<file path="src/rtl/double_dabble_pkg.sv">
// Shared types and constants for the sequential binary-to-BCD converter.
package double_dabble_pkg;

    typedef enum logic [1:0] {
        IDLE  = 2'd0,
        SHIFT = 2'd1,
        DONE  = 2'd2
    } dd_state_t;

    localparam int         DIGIT_W     = 4;
    localparam logic [3:0] ADD3_THRESH = 4'd5;

endpackage

</file>
<file path="src/rtl/dabble_digit.sv">
// One BCD digit correction: add 3 (mod 16) when the digit is 5 or more.
module dabble_digit
    import double_dabble_pkg::*;
(
    input  logic [DIGIT_W-1:0] digit_in,
    output logic [DIGIT_W-1:0] digit_out
);

    assign digit_out = (digit_in >= ADD3_THRESH) ? digit_in + 4'd3 : digit_in;

endmodule

</file>
<file path="src/rtl/double_dabble_seq.sv">
// Sequential double-dabble binary-to-BCD converter, one shift per clock.
// Define DOUBLE_DABBLE_SIGNED_EN for two's-complement input with a sign output.
module double_dabble_seq
    import double_dabble_pkg::*;
#(
    parameter int BIN_W      = 8,
    parameter int BCD_DIGITS = 3
) (
    input  logic                          clk,
    input  logic                          rst,
    input  logic                          start,
    input  logic [BIN_W-1:0]              bin_in,
    output logic                          busy,
    output logic                          done,
    output logic [DIGIT_W*BCD_DIGITS-1:0] bcd_out,
`ifdef DOUBLE_DABBLE_SIGNED_EN
    output logic                          sign,
`endif
    output logic                          overflow
);

    localparam int BCD_W = DIGIT_W * BCD_DIGITS;
    localparam int CNT_W = $clog2(BIN_W + 1);

    dd_state_t          state;
    logic [BCD_W-1:0]   scratch;
    logic [BCD_W-1:0]   scratch_adj;
    logic [BIN_W-1:0]   shreg;
    logic [CNT_W-1:0]   cnt;
    logic               ovf_scr;
    logic [BIN_W-1:0]   operand;

`ifdef DOUBLE_DABBLE_SIGNED_EN
    // BIN_W-bit unsigned magnitude, so the most negative value maps to 2^(BIN_W-1).
    function automatic logic [BIN_W-1:0] magnitude(input logic signed [BIN_W-1:0] v);
        return v[BIN_W-1] ? (~v + BIN_W'(1)) : v;
    endfunction

    assign operand = magnitude(bin_in);
`else
    assign operand = bin_in;
`endif

    for (genvar g = 0; g < BCD_DIGITS; g++) begin : g_digit
        dabble_digit u_digit (
            .digit_in  (scratch[g*DIGIT_W +: DIGIT_W]),
            .digit_out (scratch_adj[g*DIGIT_W +: DIGIT_W])
        );
    end

    always_ff @(posedge clk) begin
        if (rst) begin
            state    <= IDLE;
            busy     <= 1'b0;
            done     <= 1'b0;
            overflow <= 1'b0;
            bcd_out  <= '0;
            scratch  <= '0;
            shreg    <= '0;
            cnt      <= '0;
            ovf_scr  <= 1'b0;
`ifdef DOUBLE_DABBLE_SIGNED_EN
            sign     <= 1'b0;
`endif
        end else begin
            done <= 1'b0;
            case (state)
                IDLE: begin
                    if (start) begin
                        shreg   <= operand;
                        scratch <= '0;
                        ovf_scr <= 1'b0;
                        cnt     <= CNT_W'(BIN_W);
                        busy    <= 1'b1;
                        state   <= SHIFT;
`ifdef DOUBLE_DABBLE_SIGNED_EN
                        sign    <= bin_in[BIN_W-1];
`endif
                    end
                end
                SHIFT: begin
                    // Corrected digits shift left with the next operand bit entering at the bottom.
                    scratch <= {scratch_adj[BCD_W-2:0], shreg[BIN_W-1]};
                    shreg   <= {shreg[BIN_W-2:0], 1'b0};
                    ovf_scr <= ovf_scr | scratch_adj[BCD_W-1];
                    cnt     <= cnt - CNT_W'(1);
                    if (cnt == CNT_W'(1)) begin
                        state <= DONE;
                    end
                end
                DONE: begin
                    bcd_out  <= scratch;
                    overflow <= ovf_scr;
                    done     <= 1'b1;
                    busy     <= 1'b0;
                    state    <= IDLE;
                end
                default: begin
                    state <= IDLE;
                    busy  <= 1'b0;
                end
            endcase
        end
    end

endmodule

</file>
<file path="config.mk">
export PLATFORM = sky130hd
export DESIGN_NAME = double_dabble_seq
export DESIGN_NICKNAME = d
export VERILOG_FILES = /design/src/rtl/double_dabble_pkg.sv /design/src/rtl/dabble_digit.sv /design/src/rtl/double_dabble_seq.sv
export SDC_FILE = /design/constraint.sdc
export NUM_CORES = 1
export LEC_CHECK = 0
export ABC_AREA = 1
export ABC_CLOCK_PERIOD_IN_PS = 1490
export BUFFER_PORTS_ARGS = -buffer_cell sky130_fd_sc_hd__buf_4
export CAP_MARGIN = 20
export CORE_ASPECT_RATIO = 1.25
export CORE_MARGIN = 2
export CORE_UTILIZATION = 56
export CTS_CLUSTER_SIZE = 14
export DETAILED_ROUTE_END_ITERATION = 8
export PLACE_DENSITY = 0.8
export RECOVER_POWER = 100
export SYNTH_ARGS = -nofsm -noshare
export SYNTH_HDL_FRONTEND = slang
export SYNTH_SLANG_ARGS = --single-unit
</file>
<file path="constraint.sdc">
create_clock -name clk -period 1.49 [get_ports clk]
set_input_delay 0.2235 -clock clk [delete_from_list [all_inputs] [get_ports clk]]
set_output_delay 0.2235 -clock clk [all_outputs]
set_load 0.02 [all_outputs]
</file>
==> impl_metrics.py, run 1 <==
metrics = {
    "final_layout": {
        "syn_to_final_growth_pct": 10.7,
        "nets": 315,
        "fillers": 346,
        "antennaDiodeCount": 0,
        "drive_gt1_share_pct": 10.5,
        "post-route-util_pct": 63.8,
    },
    "pwr": {
        "cellPowerDensity_nw_per_um2": 971,
        "peakVddDrop_uv": 665,
        "p_leak_nw": 0.944,
    },
    "synthesis": {
        "syn_inst": 270,
        "syn_nets": 289,
        "syn_area_per_cell_um2": 7.30,
        "synth_cell_types": 22,
        "yosysWarnings": 0,
        "netlist.area_leader.share_pct": 42.6,
        "ys_ff_latch": 42,
        "synth_top_area_cell": "dfxtp_1",
        "synth_area_um2": 1970,
        "ys_seq_area_share_pct": 42.6,
        "synth_area_leaders": "dfxtp_1 (43%), nand2_1 (12%), a21oi_1 (7.9%), nand3_1 (6.6%), o21ai_0 (5.8%)",
    },
    "worst_setup_path": {
        "crit_buf_inv": 2,
        "cpLargestDelayFamily": "simple AND/OR/NAND/NOR gates",
        "regToRegSetupSlack_ps": 180,
        "crit_type": "register to register",
        "start_kind": "register",
        "crit_fanout": 5,
        "arrival_ps": 1540,
        "crit_required_ps": 1720,
        "cp_common_cell": "nor2_1",
        "cp_slowest_cell": "dfxtp_1",
        "cp_cell_sequence": "inv_1 -> ha_1 -> inv_1 -> nand2_1 -> nand3_1 -> nand2_2 -> nor2_1 -> nor2_1 -> nor2_1",
        "endpoint_kind": "register",
        "timing.rr.end": "scratch[8]",
        "cpPeakStageDelay_ps": 370,
        "r2r_start": "scratch[4]",
        "r2r_cells": 9,
    },
    "clock_network": {
        "cts_root_buf": "clkbuf_8",
        "cts_setup_buffers": 0,
        "cts_tree": "done",
        "insertion_delay_ps": 290,
        "ctsHtreeMaxLevel": 2,
        "cts_resized": 0,
        "clockBufferDepth": 2,
        "postCtsHoldBufs": 0,
        "cts.clk_slew.worst_paths_ps": 70,
        "clock_sink_count": 42,
        "cts_buffers": 5,
    },
    "min_path": {
        "hold_path.startpoint": "bin_in[0]",
        "hold_class": "input pin to register",
        "hold_end": "shreg[0]",
        "min_path_cells": 3,
    },
    "floorplan": {
        "die_area_um2": 4010,
        "rows": 24,
        "start_util_pct": 57.6,
        "core_um2": 3420,
        "die_w_um": 57.1,
        "die_h_um": 70.3,
        "ioPinCount": 26,
    },
    "timing": {
        "finalSetupViolCount": 0,
        "maxSlewViolCount": 0,
        "fin_tns_setup_ps": 0,
        "rsz0062_at_grt": "no",
        "min_period_ps": 1310,
        "slew_headroom_pct": 82.3,
        "finalHoldViolations": 0,
        "clock.fmax_ghz": 0.762,
        "post-route-period-util_pct": 88.0,
        "worst_pin_slew_ps": 263,
        "finClkSkew_ps": 5.89,
        "fin_ws_ps": 179,
    },
    "global_routing": {
        "grt_start_max_net_pins": 26,
        "grt_usage_pct": 20.6,
        "grt_overflow": 0,
        "grt_pass1_wl_um": 6660,
        "grt_pass1_vias": 1572,
        "antenna_found_initial": 0,
    },
    "drt": {
        "drt_pass1_iterations": 4,
        "route.detailed.drc": 0,
        "drt_first_iter_violations": 80,
        "wl_per_cell_um": 11.6,
        "drt_wl_total_um": 3900,
        "ant_nets": 0,
        "viasPerCell": 5.28,
        "vias": 1769,
    },
    "flow_run": {
        "cap_violations": 0,
    },
    "outcome": {
        "outcome": "finished, final reports clean",
    },
    "placement": {
        "post-place-ws_ps": 166,
        "place.gp.congestion": 0.781,
        "io_buffers": 25,
        "hpwlAfterDp_um": 2650,
    },
}
-- per-layer routing --
layer  vias up  wire (um)  GRT usage (%)
li1        923          -              -
met1       800       1690           25.2
met2        39       1970           35.1
met3         7        192           5.00
met4         0         44           6.46
met5         -          0              0
-- synth_stat cells --
master	instances
nand2_1	64
dfxtp_1	42
a21oi_1	31
inv_1	30
nand3_1	26
o21ai_0	23
nor2_1	20
ha_1	8
nand4_1	6
clkbuf_1	4
buf_6	3
inv_2	2
nand2_4	2
a21oi_2	1
buf_12	1
buf_2	1
buf_4	1
clkinv_2	1
inv_8	1
nand2_2	1
nand3_4	1
nor3_1	1
-- area by class of cell --
cell class	instances	area, um2	share of cell area [%]
inverter	34	139	6.36
clock inverter	2	10.0	0.458
timing repair buffer	27	146	6.70
sequential	42	842	38.6
timing repair inverter	2	12.5	0.573
clock buffer	5	68.8	3.15
multi-input combinational	184	916	41.9
tap	39	48.8	2.23
-- cells by family (layout without fill, tap and decap cells) --
| kind of cell | Yosys count | in the layout | share of synthesized area, % |
|---|---|---|---|
| AND/OR/NAND/NOR | 121 | 121 | 27.1 |
| AO/OA/AOI/OAI | 55 | 55 | 14.1 |
| buffers and inverters | 44 | 70 | 11.0 |
| flip-flops | 42 | 42 | 42.6 |
| adder cells (fa/ha/maj) | 8 | 8 | 5.08 |
-- where the power goes --
group	switching (mW)	leakage (nW)	internal (mW)
logic	0.165	0.559	0.0829
registers	0.0257	0.342	1.16
clock network	0.367	0.0438	0.314
-- how the worst max path moves through the flow --
| stage | from | to | slack (ps) | cells after the start |
|---|---|---|---|---|
| 6_report | scratch[4] | scratch[8] | 180 | 9 |
| 5_1_grt | scratch[4] | scratch[5] | 5 | 8 |
| 4_1_cts | state[0] | bcd_out[10] | 160 | 5 |
| 3_5_place_dp | state[0] | bcd_out[10] | 170 | 5 |
| 3_3_place_gp | scratch[4] | scratch[8] | 210 | 9 |
| 2_1_floorplan | scratch[0] | scratch[4] | 320 | 9 |
-- sequential cells by signal, indices dropped and copies added (netlist names) --
register  count
bcd_out      12
scratch      12
shreg         8
cnt           4
state         2
busy          1
done          1
overflow      1
ovf_scr       1
-- worst reg2reg max path, delay by kind of cell (launching register included) --
kind | cells | cell delay, ps
AND/OR/NAND/NOR | 6 | 510
flip-flops | 1 | 370
adder cells (fa/ha/maj) | 1 | 220
buffers and inverters | 2 | 160
-- cells in the final DEF (no fill, tap or decap), types with 5 or more instances in the layout --
| cell | synthesis | layout |
|---|---|---|
| a21oi_1 | 31 | 31 |
| clkbuf_1 | 4 | 15 |
| clkbuf_8 | 0 | 5 |
| nand2_1 | 64 | 63 |
| nand4_1 | 6 | 6 |
| dfxtp_1 | 42 | 41 |
| buf_4 | 1 | 12 |
| ha_1 | 8 | 8 |
| inv_1 | 30 | 31 |
| o21ai_0 | 23 | 23 |
| nand3_1 | 26 | 26 |
| nor2_1 | 20 | 20 |
-- through the flow --
step	total power [mW]	cell area [um2]	hold WS, ps	std cells
4_1_cts	2.15	2220	182	333
3_5_place_dp	1.47	2140	452	326
3_3_place_gp	1.46	2140	450	326
6_report	2.12	2180	192	335
2_1_floorplan	1.42	1970	373	270
5_1_grt	2.21	2180	189	335
Power figures use the tool's default switching activity.
==> run 2: changes to the inputs <==
SETUP_SLACK_MARGIN = 0.4   (was not set)
==> run 2 against run 1 <==
Critical path depth is 4 lower. Highest routed layer unchanged. Wire length is 29% higher. First-iteration DRC count is 14% higher. Sequential share of layout area is 5.7 points lower. Non-clock buffer count is 23 higher. Global-route usage is 3.3 points higher. Final cell count is 7.8% higher. Largest cell class unchanged.
==> impl_metrics.py, run 2 (synthesized netlist as in run 1, its figures left out) <==
metrics = {
    "pwr": {
        "p_sw_uw": 627,
        "power.share.switching_pct": 27.2,
        "pwr-share-comb_pct": 15.0,
        "p_int_mw": 1.67,
        "peakVddDrop_uv": 799,
        "p_clk_share_pct": 33.3,
        "cellPowerDensity_nw_per_um2": 886,
        "seqPwrFrac_pct": 51.7,
        "p_leak_nw": 1.18,
    },
    "placement": {
        "place.gp.congestion": 0.777,
        "post-place-ws_ps": 145,
        "io_buffers": 25,
        "hpwlAfterDp_um": 2560,
    },
    "worst_setup_path": {
        "cpPeakStageDelay_ps": 430,
        "cp.depth": 5,
        "endpoint_kind": "register",
        "cp_slowest_cell": "dfxtp_1",
        "start_kind": "register",
        "cp_cell_sequence": "inv_4 -> nand2_4 -> clkinvlp_2 -> o21ai_0 -> a21oi_1",
        "crit_buf_inv": 2,
        "r2r_cells": 5,
        "crit_required_ps": 1680,
        "crit_fanout": 6,
        "arrival_ps": 1440,
        "cpLargestDelayFamily": "flip-flops",
        "crit_type": "register to register",
    },
    "final_layout": {
        "layout_common_cells": "nand2_1 (56), dfxtp_1 (34), a21oi_1 (32), buf_4 (32), nand3_1 (23)",
        "drive_gt1_share_pct": 28.0,
        "top_regs": "bcd_out: 12 flops, scratch: 12 flops, shreg: 8 flops",
        "multi_input_area_um2": 1050,
        "regArea_um2": 853,
        "nets": 340,
        "syn_to_final_growth_pct": 31.7,
        "final_common_cell": "nand2_1",
        "antennaDiodeCount": 0,
        "fillers": 276,
    },
    "global_routing": {
        "grt_usage_pct": 23.9,
        "use_met2_pct": 41.0,
        "antenna_found_initial": 0,
        "grt_pass1_wl_um": 7580,
        "grt_use_met1_pct": 26.8,
        "grt_start_max_net_pins": 23,
        "grt_util_met3_pct": 6.30,
        "grt_pass1_vias": 1815,
        "grt_busiest_layer": "met2",
        "grt_overflow": 0,
    },
    "timing": {
        "clock.fmax_ghz": 0.801,
        "fin_tns_setup_ps": 0,
        "fin_ws_ps": 241,
        "slew_headroom_pct": 79.0,
        "rsz0062_at_grt": "yes",
        "finalSetupViolCount": 0,
        "finClkSkew_ps": 7.19,
        "maxSlewViolCount": 0,
        "worst_pin_slew_ps": 315,
        "post-route-period-util_pct": 83.8,
        "min_period_ps": 1250,
        "finalHoldViolations": 0,
    },
    "min_path": {
        "min_path_cells": 3,
        "hold_class": "input pin to register",
    },
    "drt": {
        "ant_nets": 0,
        "vias": 1960,
        "drt_first_iter_violations": 91,
        "viasPerCell": 5.43,
        "route.detailed.drc": 0,
        "drt_pass1_iterations": 4,
        "wl_per_cell_um": 13.9,
        "drt_wl_total_um": 5010,
    },
    "flow_run": {
        "cap_violations": 0,
    },
    "floorplan": {
        "die_w_um": 57.1,
        "core_um2": 3420,
        "ioPinCount": 26,
        "start_util_pct": 57.6,
        "die_h_um": 70.3,
        "die_area_um2": 4010,
        "rows": 24,
    },
    "clock_network": {
        "clock_sink_count": 42,
        "insertion_delay_ps": 300,
        "cts_tree": "done",
        "postCtsHoldBufs": 0,
        "cts_root_buf": "clkbuf_8",
        "clockBufferDepth": 2,
        "cts_buffers": 5,
        "ctsHtreeMaxLevel": 2,
        "cts.clk_slew.worst_paths_ps": 80,
    },
    "outcome": {
        "outcome": "finished, final reports clean",
    },
}
## run 2: cell count changes in the layout (fill, tap and decap cells not counted), moves of 5 or more
cell,change
nand2_1,-7
ha_1,-6
buf_4,+20
inv_1,-11
dfxtp_1,-7
dfxtp_2,+6
inv_4,+5
## run 2: layer usage
layer  share of wire [%]  up-vias
met5                   0        -
met4                 2.5        0
met3                 4.8       11
met2                  51       56
met1                  42      917
li1                    -      976
## run 2: per-stage QoR
stage	utilization [%]	instance area [um2]	hold WS, ps	std cells	power (mW)
2_1_floorplan	-	1990	373	270	1.42
3_3_place_gp	63.0	2160	449	326	1.47
3_5_place_dp	63.0	2160	456	326	1.47
4_1_cts	73.2	2500	170	354	2.25
5_1_grt	75.8	2600	198	361	2.40
6_report	75.8	2600	182	361	2.30
## run 2: repair_timing
action | 4_1_cts | 5_1_grt
pin swaps | 13 | 8
endpoints found under the setup margin | 36 | 37
buffers inserted | 18 | 5
cloned | 2 | 2
resized for setup | 46 | 24
## run 2: power by group through the flow
| stage | sequential [mW] | combinational (mW) | clock, mW |
|---|---|---|---|
| 2_1_floorplan | 1.22 | 0.198 | 0 |
| 6_report | 1.19 | 0.345 | 0.765 |
| 4_1_cts | 1.19 | 0.285 | 0.780 |
| 5_1_grt | 1.19 | 0.382 | 0.820 |
| 3_3_place_gp | 1.21 | 0.251 | 0 |
| 3_5_place_dp | 1.22 | 0.257 | 0 |
## run 2: area by class of cell
type / count / share of cell area [%]
multi-input cells: 184 / 40.6
flip-flops and latches: 42 / 32.9
repair buffers: 50 / 13.3
inverters: 34 / 6.65
clock buffers: 7 / 3.33
well taps: 39 / 1.88
repair inverters: 4 / 1.25
clock inverters: 1 / 0.193
## run 2: tightest hold or removal path, cell delays in order
cell	delay, ps
buf_4	110
nand2_1	50
a21oi_1	50
## run 2: final timing paths
kind	slack, ps	endpoint	startpoint
max reg2reg	240	bcd_out[3]	state[0]
max	240	bcd_out[3]	state[0]
min	180	shreg[0]	bin_in[0]
min reg2reg	460	cnt[0]	cnt[0]
